**src/rtl/noc_pkg.sv**
```systemverilog
// ---------------------------------------------------------------------------
// noc_pkg
// Shared definitions for the multiplier-to-adder reduction network nodes.
// A network word is laid out MSB to LSB as:
//   data    : bit_width bits
//   address : log_n_add bits  (destination adder index)
//   control : ctrl_bit bits   (bit 0 is the valid flag)
// No ports (package).
// ---------------------------------------------------------------------------
package noc_pkg;

  // Position of the valid flag inside a word.
  localparam int VALID_IDX = 0;

  // Field offsets for the default network configuration (16/6/1).
  localparam int DEF_BIT_WIDTH = 16;
  localparam int DEF_LOG_N_ADD = 6;
  localparam int DEF_CTRL_BIT  = 1;
  localparam int DEF_ADDR_LSB  = DEF_CTRL_BIT;
  localparam int DEF_DATA_LSB  = DEF_CTRL_BIT + DEF_LOG_N_ADD;

  // Total word width for a given field configuration.
  function automatic int word_w(input int bit_width, input int log_n_add, input int ctrl_bit);
    return bit_width + log_n_add + ctrl_bit;
  endfunction

  // LSB of the address field.
  function automatic int addr_lsb(input int ctrl_bit);
    return ctrl_bit;
  endfunction

  // LSB of the data field.
  function automatic int data_lsb(input int log_n_add, input int ctrl_bit);
    return log_n_add + ctrl_bit;
  endfunction

endpackage : noc_pkg

```
**src/rtl/noc_rr_arbiter_if.sv**
```systemverilog
// ---------------------------------------------------------------------------
// noc_rr_arbiter_if
// Bundle of the arbiter's data-path and flow-control signals.
//   in    : W*N packed input words, word i = in[i*W +: W]
//   stall : per-input stall, 1 = input must hold its word
//   busy  : downstream cannot accept out this cycle
//   out   : registered output word, out[0] = valid
//   gnt   : one-hot source of the word currently in out
// Modports:
//   master : the environment (upstream sources and downstream sink)
//   slave  : the arbiter node
// ---------------------------------------------------------------------------
interface noc_rr_arbiter_if #(
  parameter int W = 23,
  parameter int N = 4
);

  logic [W*N-1:0] in;
  logic [N-1:0]   stall;
  logic           busy;
  logic [W-1:0]   out;
  logic [N-1:0]   gnt;

  modport master (
    output in,
    output busy,
    input  stall,
    input  out,
    input  gnt
  );

  modport slave (
    input  in,
    input  busy,
    output stall,
    output out,
    output gnt
  );

endinterface : noc_rr_arbiter_if

```
**src/rtl/noc_rr_arbiter_rr_pick.sv**
```systemverilog
// ---------------------------------------------------------------------------
// rr_pick
// Combinational round-robin selector. Scans req starting at index ptr,
// ascending and wrapping from N-1 to 0, and reports the first set index.
//   req : N-bit request vector
//   ptr : scan start index
//   gnt : one-hot of the selected index (all zero when nothing requests)
//   idx : encoded selected index (0 when nothing requests)
//   any : at least one request is set
// ---------------------------------------------------------------------------
module rr_pick #(
  parameter int LOG_N = 2
) (
  input  logic [(2**LOG_N)-1:0] req,
  input  logic [LOG_N-1:0]      ptr,
  output logic [(2**LOG_N)-1:0] gnt,
  output logic [LOG_N-1:0]      idx,
  output logic                  any
);

  localparam int N = 2**LOG_N;

  logic [LOG_N-1:0] cand_s;

  // Rotating priority scan: the first request found at or after ptr wins.
  always_comb begin
    gnt    = '0;
    idx    = '0;
    any    = 1'b0;
    cand_s = '0;
    for (int k = 0; k < N; k++) begin
      // Index arithmetic wraps naturally because N is a power of two.
      cand_s = ptr + LOG_N'(k);
      if (!any && req[cand_s]) begin
        any = 1'b1;
        idx = cand_s;
      end else begin
        any = any;
        idx = idx;
      end
    end
    gnt[idx] = any;
  end

endmodule : rr_pick

```
**src/rtl/noc_rr_arbiter.sv**
```systemverilog
// ---------------------------------------------------------------------------
// noc_rr_arbiter
// N-way round-robin merge node for the reduction network. Each input owns a
// one-entry holding register; words are moved from the holding registers
// into a single registered output, one per cycle, in round-robin order.
// Ports:
//   clk   : clock, rising edge
//   rst   : asynchronous active-low reset
//   bus   : noc_rr_arbiter_if.slave (in, stall, busy, out, gnt)
// Timing: in valid -> out valid takes two edges when idle with busy low.
// stall is a pure register output, so there is no combinational path from
// in or busy to stall.
// ---------------------------------------------------------------------------
module noc_rr_arbiter
  import noc_pkg::*;
#(
  parameter int bit_width = 16,
  parameter int log_n_add = 6,
  parameter int ctrl_bit  = 1,
  parameter int log_n_in  = 2
) (
  input logic             clk,
  input logic             rst,
  noc_rr_arbiter_if.slave bus
);

  localparam int N = 2**log_n_in;
  localparam int W = word_w(bit_width, log_n_add, ctrl_bit);
  localparam logic [log_n_in-1:0] PTR_ONE = log_n_in'(1);

  logic [W-1:0]        word_s   [N];
  logic [W-1:0]        hold_r   [N];
  logic [N-1:0]        hf_r;
  logic [N-1:0]        hf_nxt_s;
  logic [N-1:0]        cap_s;
  logic [N-1:0]        clr_s;
  logic [N-1:0]        pick_gnt_s;
  logic [log_n_in-1:0] pick_idx_s;
  logic                pick_any_s;
  logic [log_n_in-1:0] ptr_r;
  logic [W-1:0]        out_r;
  logic [N-1:0]        gnt_r;
  logic                ld_s;

  assign bus.stall = hf_r;
  assign bus.out   = out_r;
  assign bus.gnt   = gnt_r;

  rr_pick #(
    .LOG_N (log_n_in)
  ) u_pick (
    .req (hf_r),
    .ptr (ptr_r),
    .gnt (pick_gnt_s),
    .idx (pick_idx_s),
    .any (pick_any_s)
  );

  // The output register may be reloaded when it is empty or being drained.
  assign ld_s  = ~out_r[VALID_IDX] | ~bus.busy;
  assign clr_s = (ld_s && pick_any_s) ? pick_gnt_s : {N{1'b0}};

  // Split the packed input bus and decide which inputs are captured.
  always_comb begin
    cap_s = '0;
    for (int i = 0; i < N; i++) begin
      word_s[i] = bus.in[i*W +: W];
      // Only empty slots capture; invalid words are never taken.
      cap_s[i]  = word_s[i][VALID_IDX] & ~hf_r[i];
    end
    // A slot cannot be captured and granted together: capture needs hf=0,
    // grant needs hf=1, both judged on the pre-edge flag.
    hf_nxt_s = (hf_r | cap_s) & ~clr_s;
  end

  // Holding registers and their occupancy flags.
  always_ff @(posedge clk or negedge rst) begin
    if (!rst) begin
      hf_r <= '0;
      for (int i = 0; i < N; i++) begin
        hold_r[i] <= '0;
      end
    end else begin
      hf_r <= hf_nxt_s;
      for (int i = 0; i < N; i++) begin
        if (cap_s[i]) begin
          hold_r[i] <= word_s[i];
        end else begin
          hold_r[i] <= hold_r[i];
        end
      end
    end
  end

  // Output word, grant vector and round-robin pointer.
  always_ff @(posedge clk or negedge rst) begin
    if (!rst) begin
      out_r <= '0;
      gnt_r <= '0;
      ptr_r <= '0;
    end else if (ld_s) begin
      if (pick_any_s) begin
        out_r <= hold_r[pick_idx_s];
        gnt_r <= pick_gnt_s;
        // Next scan starts just past the winner; wraps since N = 2**log_n_in.
        ptr_r <= pick_idx_s + PTR_ONE;
      end else begin
        out_r <= '0;
        gnt_r <= '0;
        ptr_r <= ptr_r;
      end
    end else begin
      // Downstream busy with a valid word: hold everything stable.
      out_r <= out_r;
      gnt_r <= gnt_r;
      ptr_r <= ptr_r;
    end
  end

endmodule : noc_rr_arbiter

```
**src/flat_wrapper.sv**
```systemverilog
// flat-port wrapper written by rule: the top's interface ports become plain ports
module noc_rr_arbiter_flat import noc_pkg::*;
#(
  parameter int bit_width = 16,
  parameter int log_n_add = 6,
  parameter int ctrl_bit  = 1,
  parameter int log_n_in  = 2
)
  (clk, rst, bus_in, bus_busy, bus_stall, bus_out, bus_gnt);
  noc_rr_arbiter_if #(.W((23)), .N((4))) bus_i ();
  input logic clk;
  input logic rst;
  input wire logic [$bits(bus_i.in)-1:0] bus_in;
  input wire logic [$bits(bus_i.busy)-1:0] bus_busy;
  output wire logic [$bits(bus_i.stall)-1:0] bus_stall;
  output wire logic [$bits(bus_i.out)-1:0] bus_out;
  output wire logic [$bits(bus_i.gnt)-1:0] bus_gnt;
  assign bus_i.in = bus_in;
  assign bus_i.busy = bus_busy;
  assign bus_stall = bus_i.stall;
  assign bus_out = bus_i.out;
  assign bus_gnt = bus_i.gnt;
  noc_rr_arbiter #(.bit_width(bit_width), .log_n_add(log_n_add), .ctrl_bit(ctrl_bit), .log_n_in(log_n_in)) u_core (.clk(clk), .rst(rst), .bus(bus_i));
endmodule
```
**config.mk**
```make
export PLATFORM = sky130hd
export DESIGN_NAME = noc_rr_arbiter_flat
export DESIGN_NICKNAME = d
export VERILOG_FILES = /design/src/rtl/noc_pkg.sv /design/src/rtl/noc_rr_arbiter_if.sv /design/src/rtl/noc_rr_arbiter_rr_pick.sv /design/src/rtl/noc_rr_arbiter.sv /design/src/flat_wrapper.sv
export SDC_FILE = /design/constraint.sdc
export NUM_CORES = 1
export LEC_CHECK = 0
export BUFFER_PORTS_ARGS = -buffer_cell sky130_fd_sc_hd__buf_2
export CAP_MARGIN = 20
export CORE_ASPECT_RATIO = 1.2
export CORE_MARGIN = 3
export CORE_UTILIZATION = 30
export DETAILED_ROUTE_END_ITERATION = 10
export HOLD_SLACK_MARGIN = 0.06
export PLACE_DENSITY = 0.55
export SYNTH_ARGS = -nofsm -noshare
export SYNTH_HDL_FRONTEND = slang
export SYNTH_HIERARCHICAL = 1
export SYNTH_SLANG_ARGS = --single-unit
```
**constraint.sdc**
```tcl
create_clock -name clk -period 4.7 [get_ports clk]
set_clock_uncertainty 0.2 [all_clocks]
set_input_delay 0.47 -clock clk [delete_from_list [all_inputs] [get_ports clk]]
set_output_delay 0.47 -clock clk [all_outputs]
set_load 0.02 [all_outputs]
```
==> results of run 1 <==
## sequential cells by signal, indices dropped and copies added, names as in the netlist
register and flops:
u_core/hold_r 92, u_core/bus.out 23, u_core/bus.gnt 4, u_core/bus.stall 4, u_core/ptr_r 2
## worst max path at each step
stage / start / end / depth (start not counted)
after floorplan: u_core/bus.stall[1]$_DFF_PN0_ / u_core/bus.out[10]$_DFFE_PN0N_ / 8
after global placement: u_core/ptr_r[1]$_DFFE_PN0N_ / u_core/bus.out[6]$_DFFE_PN0N_ / 5
after detailed placement: u_core/bus.stall[1]$_DFF_PN0_ / u_core/bus.out[4]$_DFFE_PN0N_ / 6
after CTS: u_core/bus.stall[1]$_DFF_PN0_ / u_core/bus.out[4]$_DFFE_PN0N_ / 6
after global routing: u_core/bus.stall[2]$_DFF_PN0_ / u_core/bus.out[4]$_DFFE_PN0N_ / 6
final: u_core/bus.stall[1]$_DFF_PN0_ / u_core/bus.out[4]$_DFFE_PN0N_ / 6
## layout by cell type, fill, tap and decap left out, types with 4 or more instances in the layout
cell type  synthesis  routed
a21oi_1            8       7
clkbuf_16          0      17
mux4_2            18      18
dfrtp_1          125     125
mux4_1             5       5
or2_2              4       4
mux2_2            89      89
nor2b_4            0       4
inv_1              5       5
nor2_1             9       9
buf_2             13     124
bufinv_16          0       5
a22o_1            26      26
## area by class of cell
type | count | area [um2] | share of cell area
tap | 216 | 270 | 0.0393
timing repair buffer | 130 | 692 | 0.101
sequential | 125 | 3130 | 0.455
multi-input combinational | 185 | 2110 | 0.307
clock buffer | 21 | 470 | 0.0684
clock inverter | 11 | 188 | 0.0273
inverter | 5 | 18.8 | 0.00273
## Yosys cell counts
cell type,number
mux2i_1,1
o211a_1,1
nor2b_1,5
a311oi_1,1
a21oi_1,8
dfrtp_1,125
buf_4,1
nand2b_1,2
mux4_1,5
xor2_1,1
nor2_1,9
o21ai_1,1
a21boi_1,1
nor3_1,2
a21o_1,1
nand2b_2,1
and2_1,1
buf_6,1
nand2_1,2
a221oi_1,1
buf_2,13
or2_2,4
buf_1,1
a211oi_2,1
a211oi_1,1
a21oi_2,1
o21ai_0,2
inv_1,5
a22o_1,26
mux2_2,89
clkbuf_1,8
buf_12,2
mux4_2,18
## logic make-up after synthesis
family | synth area share
AOI/OAI and AO/OA | 0.0662
and+or+nand+nor | 0.0253
DFF | 0.585
muxes | 0.289
xor gates and xnor gates | 0.00164
buffers and inverters | 0.0330
## metal layers
metal	GRT usage	vias to the layer above	wire [um]
met5	0	-	0
met4	0.0435	0	153
met3	0.0466	12	755
met2	0.235	105	6800
met1	0.180	1741	5680
li1	-	1519	-
## power breakdown
part	switching, mW	internal, mW	total (mW)
logic	0.859	1.11	1.97
clock network	0.474	0.981	1.45
registers	0.320	1.61	1.93
## stage by stage
step / setup slack, ns / cell area, um2 / utilization / cells
after CTS: 1.92 / 6850 / 0.399 / 692
final: 1.95 / 6870 / 0.400 / 693
after global placement: 2.05 / 6180 / 0.360 / 659
after detailed placement: 1.93 / 6180 / 0.360 / 659
after floorplan: 2.34 / 5350 / - / 341
after global routing: 1.77 / 6870 / 0.400 / 693
## repair_timing
action                                 4_1_cts  5_1_grt
endpoints found under the hold margin       78        0
hold buffers                                 1        0
setup buffers                                0        0
## critical path, delay by kind of cell, from the launching register on
| family | cells | cell delay (ns) |
|---|---|---|
| DFF | 1 | 0.59 |
| muxes | 1 | 0.63 |
| and+or+nand+nor | 1 | 0.16 |
| buffers and inverters | 1 | 0.50 |
| AOI/OAI and AO/OA | 3 | 0.53 |
==> summary.txt, run 1 <==
Run status
  – Status: finished clean

Logic synthesis
  – Synth Cell Area: 0.00535 mm2
  – Leading area contributor after synthesis: dfrtp_1
  – Synth warn: 6
  – Flops & latches, synth: between 100 and 150
  – Sequential fraction of the synthesis area: 0.585
  – Syn_nets: 436
  – Synth unique cells: 33
  – Syn avg cell area: 15.7 um2
  – Post-synth top area share: 0.585
  – Area contributors post-synth: dfrtp_1, mux2_2, mux4_2
  – Synth Instances: 341

Worst setup path
  – WP data required: 4.80 ns
  – Critical path class: register to register
  – CP max FO: 25
  – Setup crit end kind: register
  – Reg2reg start: u_core/bus.stall[1]$_DFF_PN0_
  – CP Launch Type: register
  – Slowest stage cell, crit path: mux4_1
  – CP max stage delay: ~0.63 ns
  – Register-to-register setup slack: between 1.5 and 2 ns
  – Reg2reg path depth: 6
  – Worst path cell trace: nand2b_1 -> a21oi_1 -> a211oi_4 -> buf_4 -> mux4_1 -> a22o_1
  – Worst R2R End: u_core/bus.out[4]$_DFFE_PN0N_
  – Worst EP arrival: 2.84 ns

Clocking
  – Worst-path clk slew: 0.06 ns
  – CTS max path bufs: 2
  – Worst-skew pair later-pin latency: 0.40 ns
  – Number of buffers created by CTS: 17
  – Root buffer cell: clkbuf_16
  – CTS Sinks: 125
  – CTS tree: yes
  – Htree depth: 4
  – CTS-repair resized insts: 0

Die
  – IO Pins: 126
  – Core ar.: between 0.015 and 0.02 mm2
  – Die W: 128 um
  – Die H: 152 um
  – Initial Util: 0.312
  – Die footprint: 0.0195 mm2
  – Row count: 52

Detailed routing
  – Iter 0 DRT Violations: 147
  – DRT antenna net count: 0
  – Vias after detailed routing: 3,377
  – Drt pass-1 iters: 4
  – DRC: 0
  – Final wirelength: 13,400 um
  – Drt via density: 4.87
  – Wire length per cell: 19.3 um

STA
  – Fin. max-slew vios: 0
  – Least-Margin Pin Slew: 1.04 ns
  – # setup viols final: 0
  – Period utilization: 0.585
  – Fmax: 0.364 GHz
  – Headroom to the max-slew limit: 0.304
  – RSZ-0062 raised after global routing: false
  – Final hold vios: 0
  – Min cycle time layout: 2.75 ns
  – Setup tns final: 0 ns
  – Fin Hold WS: 0.0922 ns

Power and ir drop
  – Leak: ~3.1 nW
  – PD cells: 778 mW/mm2
  – Maximum vdd drop: around 0.37 mV
  – Total power: 5.35 mW

Global routing
  – Largest net degree at the start of global routing: 80
  – First-pass GRT wire length: 21,200 um
  – Initial antenna violation count: 0
  – Vias in the first global route: approximately 3,700
  – Grt total ovfl: 0
  – GRT Total Usage: 0.143

Worst hold path
  – Hold_sp: bus_in[27]
  – Hold-critical path endpoint: u_core/hold_r[50]$_DFFE_PN0P_
  – Worst Hold Path Cells: 2
  – Min-delay worst type: primary input to register

Placement
  – RD Place Congestion: 0.806
  – Port buffer count: 125
  – DP Wirelength: 8440 um

Cells and area
  – Share of layout cells above drive strength 1: 0.587
  – Fill cells: 1,618
  – Area Overhead vs Synth: 28.5%
  – Nets: approximately 560
  – Antenna cells: 0

Job
  – Max-cap viol count: 0
Power figures use the tool's default switching activity.
==> run 2: changes to the inputs <==
- PLACE_DENSITY: 0.55 -> 0.56
- clock period: 4.7 -> 2.36 ns (I/O delays scaled with it)
==> run 2 against run 1 <==
Effect of this change: via count rose by 13%; clock power up 73%; clock-buffer cell count stayed put; setup slack worse by 1.9 ns; first-iteration DRC count grew 57%; hold slack better by 0.060 ns; register-to-register slack lost 1.9 ns; critical path type unchanged.
==> summary.txt, run 2 (synthesized netlist as in run 1, its figures left out) <==
Run status
  – Status: finished clean

STA
  – RSZ-0062 raised after global routing: false
  – Least-Margin Pin Slew: 1.11 ns (+0.0715 ns)
  – Period utilization: 0.967 (+0.383)
  – Fmax: 0.438 GHz (+20%)
  – Headroom to the max-slew limit: 0.253 (-0.0505)
  – Fin. max-slew vios: 0 (unchanged)
  – Min cycle time layout: 2.28 ns (-0.465 ns)
  – Final hold vios: 0 (unchanged)
  – Fin Hold WS: 0.152 ns (+0.0600 ns)
  – # setup viols final: 0 (unchanged)
  – Setup tns final: 0 ns (unchanged)

Die
  – Die footprint: 0.0195 mm2 (unchanged)
  – Initial Util: 0.312 (unchanged)
  – Die H: 152 um (unchanged)
  – Core ar.: 0.0172 mm2 (unchanged)
  – Die W: 128 um (unchanged)
  – IO Pins: 126 (unchanged)
  – Row count: 52 (unchanged)

Placement
  – Port buffer count: 125 (unchanged)
  – Placed Instance Area: 0.00638 mm2 (+3.2%)
  – DP Wirelength: 9230 um (+9.4%)
  – RD Place Congestion: 0.845 (+4.8%)

Worst setup path
  – Critical path class: register to register
  – CP max stage delay: 0.56 ns (-0.07 ns)
  – Slowest stage cell, crit path: mux4_1
  – CP Launch Type: register
  – Setup crit end kind: register
  – Worst EP arrival: 2.37 ns (-0.47 ns)
  – CP max FO: 9 (-64%)
  – WP data required: 2.45 ns (-2.35 ns)
  – Most frequent cell on the critical path: buf_12
  – Worst path cell trace: nand2b_1 -> o21ai_1 -> a211oi_4 -> buf_12 -> buf_12 -> mux4_1 -> a22o_1

Power and ir drop
  – Sw Ratio: 0.313 (+0.00346)
  – P_int: 7.56 mW (+100%)
  – Switching power: 3.44 mW (+110%)
  – Flop pwr share: 0.345 (-0.015)
  – PD cells: 1380 mW/mm2 (+78%)
  – Leak: 3.57 nW (+15%)
  – Clock power frac: 0.228 (-0.044)
  – Maximum vdd drop: 0.560 mV (+51%)
  – Comb pwr share: 0.427 (+0.059)

Clocking
  – Number of buffers created by CTS: 17 (unchanged)
  – CTS Sinks: 125 (unchanged)
  – Root buffer cell: clkbuf_16
  – CTS max path bufs: 2 (unchanged)
  – Htree depth: 4 (unchanged)
  – CTS tree: yes
  – Worst-path clk slew: 0.06 ns (about the same)
  – Worst-skew pair later-pin latency: 0.40 ns (about the same)

Cells and area
  – Area Overhead vs Synth: 48.7%
  – Share of layout cells above drive strength 1: 0.512 (-0.0751)
  – Biggest register: u_core/hold_r
  – Cell area after layout: 0.00796 mm2 (+16%)
  – Nets: 672 (+20%)
  – Commonest cells after routing, fill and taps aside: buf_2, dfrtp_1, dlygate4sd3_1, mux2_2, a22o_1
  – Antenna cells: 0 (unchanged)
  – Fill cells: 1,550 (-4.2%)
  – Max reg flops: 92 (unchanged)

Global routing
  – GRT Total Usage: 0.147 (+0.00346)
  – Largest net degree at the start of global routing: 59 (-26%)
  – Initial antenna violation count: 0 (unchanged)
  – Vias in the first global route: 4,184 (+12%)
  – First-pass GRT wire length: 22,200 um (+4.6%)
  – Grt total ovfl: 0 (unchanged)

Detailed routing
  – Wire length per cell: 18.1 um (-6.3%)
  – Drt via density: 4.75 (-2.5%)
  – Drt pass-1 iters: 4 (unchanged)
  – DRC: 0 (unchanged)
  – Iter 0 DRT Violations: 231 (+57%)
  – Vias after detailed routing: 3,830 (+13%)
  – DRT antenna net count: 0 (unchanged)
  – Final wirelength: 14,600 um (+9.0%)

Worst hold path
  – Min-delay worst type: primary input to async pin

Job
  – Max-cap viol count: 0 (unchanged)
## run 2: cell types whose count changed in the layout (fill, tap and decap cells not counted), moves of 2 or more
cell and delta:
buf_4 +14, clkinv_4 +2, bufinv_16 -3, clkinv_2 +2
buf_12 +7, dlygate4sd3_1 +92
## run 2: layout make-up
class | count | area [um2] | area share
clock buffers | 21 | 460 | 0.0579
repair buffers | 242 | 1840 | 0.232
flip-flops and latches | 125 | 3130 | 0.393
clock inverters | 11 | 118 | 0.0148
inverters | 5 | 18.8 | 0.00236
multi-input cells | 186 | 2120 | 0.266
well taps | 216 | 270 | 0.0340
## run 2: per-layer routing
metal / share of wire / up-vias / global-route usage / wire (um)
met5: 0 / - / 0 / 0
met4: 0.010 / 0 / 0.0435 / 153
met3: 0.052 / 12 / 0.0372 / 760
met2: 0.51 / 109 / 0.247 / 7460
met1: 0.43 / 1968 / 0.186 / 6230
li1: - / 1741 / - / -
## run 2: timing repair
item,in CTS,in global routing
hold buffers,93,0
setup buffers,0,3
hold endpoints to repair,132,0
resized for setup,0,1
endpoints found under the setup margin,0,13
## run 2: worst max-delay path, delay by kind of cell (launching register included)
| kind | cells | cell delay, ns |
|---|---|---|
| muxes | 1 | 0.56 |
| buffers and inverters | 2 | 0.30 |
| and+or+nand+nor | 1 | 0.13 |
| DFF | 1 | 0.37 |
| AOI/OAI and AO/OA | 3 | 0.62 |
## run 2: path summary, 6_finish.rpt
path | from | to | slack, ns | cells after the start
max | u_core/ptr_r[0]$_DFFE_PN0N_ | u_core/bus.out[22]$_DFFE_PN0N_ | 0.08 | 7
min | rst | u_core/hold_r[60]$_DFFE_PN0P_ | 0.15 | 2
max reg2reg | u_core/ptr_r[0]$_DFFE_PN0N_ | u_core/bus.out[22]$_DFFE_PN0N_ | 0.08 | 7
min reg2reg | u_core/hold_r[23]$_DFFE_PN0P_ | u_core/hold_r[23]$_DFFE_PN0P_ | 0.26 | 1
max in group asynchronous | rst | u_core/bus.stall[1]$_DFF_PN0_ | 1.04 | 3
min in group clk | bus_busy | u_core/ptr_r[0]$_DFFE_PN0N_ | 0.18 | 3
## run 2: power groups by stage
stage               registers (mW)  logic, mW  clock network [mW]
detailed placement            3.81       4.39                   0
floorplan                     3.93       2.97                   0
finish                        3.79       4.70                2.51
CTS                           3.79       4.50                2.59
global placement              3.79       4.27                   0
global route                  3.92       5.04                2.68
## run 2: through the flow
step	power, mW	setup WS, ns	instances	util
after global placement	8.06	0.102	676	0.371
after detailed placement	8.20	0.0622	676	0.371
after CTS	10.9	0.0503	801	0.459
after floorplan	6.91	0.0666	341	-
final	11.0	0.0771	806	0.463
after global routing	11.6	0.000627	806	0.463
